[src/rtl/note_timer_engine.sv]
// Tone/duration engine for the buzzer: plays one note per Disparo_in request,
// mutes the last GAP_CYCLES of each note and pulses Duracao low on completion.
module note_timer_engine #(
  parameter int W          = 28,
  parameter int GAP_CYCLES = 16000,
  parameter int CNT_W      = 8
) (
  input  logic             Clk_in,
  input  logic             Rst_n,
  input  logic             Disparo_in,
  input  logic [W-1:0]     Freq_in,
  input  logic [W-1:0]     Temp_in,
  input  logic             Stop_in,
  input  logic             Pause_in,
  output logic             Tone_out,
  output logic             Duracao,
  output logic [CNT_W-1:0] Nota_count
);

  // state | meaning
  // IDLE  | waiting for a note request
  // PLAY  | note running (tone + trailing gap), may be paused
  // DONE  | single completion cycle, Duracao low
  typedef enum logic [1:0] {IDLE, PLAY, DONE} state_t;

  localparam logic [W-1:0] GAP = W'(GAP_CYCLES);

  state_t             state, state_n;
  logic [W-1:0]       f_q, f_n, t_q, t_n, dur_q, dur_n, ph_q, ph_n, lim_n;
  logic               paused, paused_n, tone_n;
  logic [CNT_W-1:0]   cnt_n;

  always_comb begin
    state_n  = state;
    f_n      = f_q;
    t_n      = t_q;
    dur_n    = dur_q;
    ph_n     = ph_q;
    paused_n = paused;
    cnt_n    = Nota_count;
    if (Stop_in) begin
      state_n  = IDLE;
      f_n      = '0;
      t_n      = '0;
      dur_n    = '0;
      ph_n     = '0;
      paused_n = 1'b0;
    end else begin
      case (state)
        IDLE: begin
          if (Disparo_in && !Pause_in) begin
            state_n = PLAY;
            f_n     = Freq_in;
            t_n     = (Temp_in == '0) ? W'(1) : Temp_in;
            dur_n   = '0;
            ph_n    = '0;
          end
        end
        PLAY: begin
          if (Pause_in) begin
            paused_n = 1'b1;
          end else begin
            paused_n = 1'b0;
            if (dur_q == t_q - W'(1)) begin
              state_n = DONE;
              cnt_n   = Nota_count + CNT_W'(1);
            end else begin
              dur_n = dur_q + W'(1);
              // F==0 (rest) keeps the phase pinned at 0
              ph_n  = (f_q == '0 || ph_q >= f_q - W'(1)) ? '0 : ph_q + W'(1);
            end
          end
        end
        DONE:    state_n = IDLE;
        default: state_n = IDLE;
      endcase
    end
  end

  // Tone is evaluated on next-state values so the output is a plain flop.
  always_comb begin
    lim_n  = (t_n > GAP) ? t_n - GAP : '0;
    tone_n = (state_n == PLAY) && !paused_n && (f_n >= W'(2)) &&
             (ph_n < (f_n >> 1)) && (dur_n < lim_n);
  end

  always_ff @(posedge Clk_in or negedge Rst_n) begin
    if (!Rst_n) begin
      state      <= IDLE;
      f_q        <= '0;
      t_q        <= '0;
      dur_q      <= '0;
      ph_q       <= '0;
      paused     <= 1'b0;
      Tone_out   <= 1'b0;
      Duracao    <= 1'b1;
      Nota_count <= '0;
    end else begin
      state      <= state_n;
      f_q        <= f_n;
      t_q        <= t_n;
      dur_q      <= dur_n;
      ph_q       <= ph_n;
      paused     <= paused_n;
      Tone_out   <= tone_n;
      Duracao    <= (state_n != DONE);
      Nota_count <= cnt_n;
    end
  end

endmodule

[config.mk]
export PLATFORM = sky130hd
export DESIGN_NAME = note_timer_engine
export DESIGN_NICKNAME = d
export VERILOG_FILES = /design/src/rtl/note_timer_engine.sv
export SDC_FILE = /design/constraint.sdc
export NUM_CORES = 1
export LEC_CHECK = 0
export CAP_MARGIN = 25
export CORE_ASPECT_RATIO = 0.7
export CORE_UTILIZATION = 25
export CTS_BUF_LIST = sky130_fd_sc_hd__clkbuf_4
export CTS_CLUSTER_DIAMETER = 200
export DETAILED_ROUTE_END_ITERATION = 10
export GPL_TIMING_DRIVEN = 0
export HOLD_SLACK_MARGIN = 0.08
export PLACE_DENSITY_LB_ADDON = 0.2
export SYNTH_ARGS = -nofsm -noshare
export SYNTH_HDL_FRONTEND = slang
export SYNTH_SLANG_ARGS = --single-unit
[constraint.sdc]
create_clock -name Clk_in -period 8.1 [get_ports Clk_in]
set_input_delay 1.62 -clock Clk_in [delete_from_list [all_inputs] [get_ports Clk_in]]
set_output_delay 1.62 -clock Clk_in [all_outputs]
set_load 0.005 [all_outputs]
==> metrics list <==
- Outcome: completed
- Buffers plus inverters on the worst setup path: 8
- Category of the worst setup path capture point: flop
- Height of the die: 170.8 um
- Synthesis produced 1226 cells.
- At the worst endpoint, the required time is 8590 ps.
* Worst path slowest cell: sky130_fd_sc_hd__buf_1
- Pins Over Slew Limit: 0
- Maximum clock frequency: 127.7 MHz
- # nets final: 1464
- After floorplanning, the core was divided into 61 placement rows.
- In this run the static leakage power is 0.005233 uW.
- The number of antenna violations at the first check in global routing came to 1.
* Mean area per synthesized cell: 8.299 um^2
- For this run, the leading register cell type out of synthesis is sky130_fd_sc_hd__dfrtp_1.
- For this run, design rule violations remaining after detail routing come to 0.
* Number of buffers added for setup after CTS: 0
* Endpoints failing hold: 0
- Max transition margin: 31.78%
- Number of ports placed on the die boundary: 71
- Synthesis warning total: 0
- Register bit total from synthesis: 125
* Area of combinational cells with multiple inputs: 6653 um^2
* Worst-Margin Slew: 1015 ps
- DR pass1 iterations: 6
- Post-synth design cell area: 10170 um^2
- Number of unique standard cell types used by synthesis: 76
* Period utilisation layout: 96.69%
* TritonCTS clock tree: done
- Clock period minus final worst setup slack: 7832 ps
- Across the VDD grid, the largest voltage drop is 0.07530 mV.
- Final std cell area, no fill: 11960 um^2
- The HPWL after detailed placement is 31130 um.
- The worst setup path is launched from an input pin.
* Worst min-delay path category: reg -> reg
* GRT overflow: 0
* Antenna Nets Post-Route: 0
* Share of flip-flops with an asynchronous set or reset: 100.0%
- Critical Path Max Stage Delay: 550 ps
- Clock-pin slew was measured on the worst setup and hold paths at 140 ps.
- Global routing used 19.55% of the available tracks across all layers.
- Total clock sinks: 125
- Entering global routing, the biggest net connects 66 pins.
- The routed design has 39980 um of wire.
* Vias/cell: 5.314
- Setup Skew: 42.20 ps
- The root buffer cell chosen for the clock tree is sky130_fd_sc_hd__clkbuf_4.
- Via count: 9910
- Die outline area: 41520 um^2
- The critical path goes through clkdlybuf4s50_1, or4b_2, clkbuf_1, clkbuf_1, clkbuf_2, clkbuf_2, buf_1, clkbuf_2, nand2_1, clkbuf_1, a21oi_1, ha_1, a21o_1, a2111oi_0, nand2_1, a211oi_1, o21ai_0, nor4_1, o211ai_1, a211oi_1.
- Cell family with most CP delay: buffers and inverters
- Setup repair after global routing left no endpoint under its margin.
* DR WL/cell: 21.43 um
* Starting Density: 25.49%
- The first global-routing pass estimated 60160 um of wire.
- Counting flops with a built-in enable in the synthesized netlist gives 0.
- Leaving out fill and tap cells, the most frequent cells in the layout are 169 x sky130_fd_sc_hd__nand2_1, 124 x sky130_fd_sc_hd__dfrtp_1, 87 x sky130_fd_sc_hd__nor2_1, 87 x sky130_fd_sc_hd__a21oi_1, 87 x sky130_fd_sc_hd__ha_1.
- Dividing total power by cell area gives a power density of 144.2 nW/um^2.
- Area Growth Syn to Fin: 17.51%
* Data arrival time of the worst path: 8320 ps
- Final core area utilization: 29.95%
* H-tree level count: 4
- The later pin in the worst-skew pair is clocked with a latency of 620 ps.
- Biggest fanout along the worst timing path: 10
* Layout filler cell count: 4277
* Classification of the worst setup path: in -> reg
- When the netlist entered floorplanning its net count stood at 1374.
* Standard cell core area: 39920 um^2
- Sequential cells were found to cover 30.76% of the synthesized design area.
- Horizontal extent of the die: 243.1 um
- Input and output buffers added on the ports amount to 68.
* Share of post-route cells with drive strength above 1: 6.170%
* Last weighted congestion value of the routability-driven placer: 0.9429
- The clock passes through at most 2 buffers.
* MaxCap Viol Count: 0
- Once placement finished, the instance area stood at 11560 um^2.
- Inserted Clock Buffers: 17
- Registers take 3129 um^2.
- Vias in the first global route: 9262
- Setup violations remaining at the end of the flow were counted as 0.
* Most common cell after layout, fill and taps aside: sky130_fd_sc_hd__nand2_1
- The first routing iteration left 1000 violations.
## cells by family after synthesis
group,Yosys count,synth area share [%]
AO/OA/AOI/OAI,267,16.95
AND/OR/NAND/NOR,523,27.05
multiplexers,12,1.205
adder cells (fa/ha/maj),87,10.70
XOR/XNOR,106,9.260
buffers and inverters,106,4.083
flip-flops,125,30.76
## metrics by stage
step                      worst slack [ps]  total power [uW]  std cells  hold slack (ps)  setup TNS, ps
after floorplan                       2120             959.8       1226            468.5              0
after global placement               -1388              1154       1829            463.3         -54360
after detailed placement             -1295              1156       1831            463.6          -1295
after CTS                            88.22              1728       1863            482.9              0
after global routing                 3.591              1810       1865            514.0              0
final                                268.3              1724       1865            473.1              0
## routing by layer
layer / vias to the layer above / part of all wire (%) / GRT usage, %
met5: - / 0 / 0
met4: 0 / 1.2 / 4.211
met3: 24 / 7.4 / 4.204
met2: 361 / 40 / 27.25
met1: 4888 / 51 / 30.02
li1: 4637 / - / -
## sequential cells by signal (all words and copies together) (netlist names)
signal and flops:
Tone_out 1, Duracao 1, f_q 28, Nota_count 8, t_q 28, ph_q 28
paused 1, dur_q 28, state 2
## worst paths after layout
kind,from,to,slack [ps],depth (start not counted)
worst max-delay path,Disparo_in,Tone_out$_DFF_PN0_,270,20
worst min-delay path,Nota_count[7]$_DFFE_PN0P_,Nota_count[7]$_DFFE_PN0P_,470,1
worst max register to register,f_q[3]$_DFF_PN0_,Tone_out$_DFF_PN0_,630,25
worst min register to register,Nota_count[7]$_DFFE_PN0P_,Nota_count[7]$_DFFE_PN0P_,470,1
max in group asynchronous,Rst_n,ph_q[19]$_DFF_PN0_,6310,2
min in group asynchronous,Rst_n,t_q[3]$_DFF_PN0_,990,1
## synth_stat cells, drive strengths merged (3+ instances only)
cell type	number	area share, %
a2111oi	3	0.26
and4	12	1.0
a21oi	87	4.3
nand4	30	1.8
nand4b	9	0.77
nor4b	4	0.41
o2111ai	3	0.26
nand2	169	6.2
nand3	42	2.1
a31oi	15	0.92
o21a	7	0.52
a21o	49	3.6
clkbuf	39	1.4
o31a	3	0.26
nand3b	4	0.30
or2	3	0.18
nor2	88	3.3
a221oi	3	0.26
a41oi	6	0.52
or4	7	0.52
mux2i	10	0.98
nor2b	10	0.61
and2	11	0.68
o311ai	3	0.26
xor2	48	4.1
ha	87	11
and3	12	0.74
a211o	7	0.60
o211ai	7	0.52
o22ai	3	0.18
inv	47	1.7
nor3b	5	0.42
or3	22	1.4
dfrtp	124	30
nor4	39	3.1
o21ai	41	2.0
xnor2	57	4.9
buf	20	0.91
nor3	37	1.9
nand2b	11	0.75
a311oi	5	0.43
a211oi	10	0.74
## cell type report
| cell class | count | share of cell area, % |
|---|---|---|
| multi-input cells | 995 | 55.64 |
| well taps | 535 | 5.599 |
| diodes | 1 | 0.02093 |
| repair buffers | 71 | 6.059 |
| inverters | 47 | 1.476 |
| clock inverters | 15 | 1.831 |
| plain buffers | 59 | 2.135 |
| clock buffers | 17 | 1.067 |
| flip-flops and latches | 125 | 26.17 |
## power by group
part,switching (uW),internal (uW),leakage [uW]
registers,20.9,638,0.00172
clock network,291,274,0.000168
logic,320,180,0.00334
## repair_timing
item,in CTS,in global routing
pin swaps,0,1
gates cloned,0,0
gates resized for setup,7,8
setup endpoints to repair,1,1
hold buffers,0,0
Note: power is estimated with default switching activity, not from simulation.
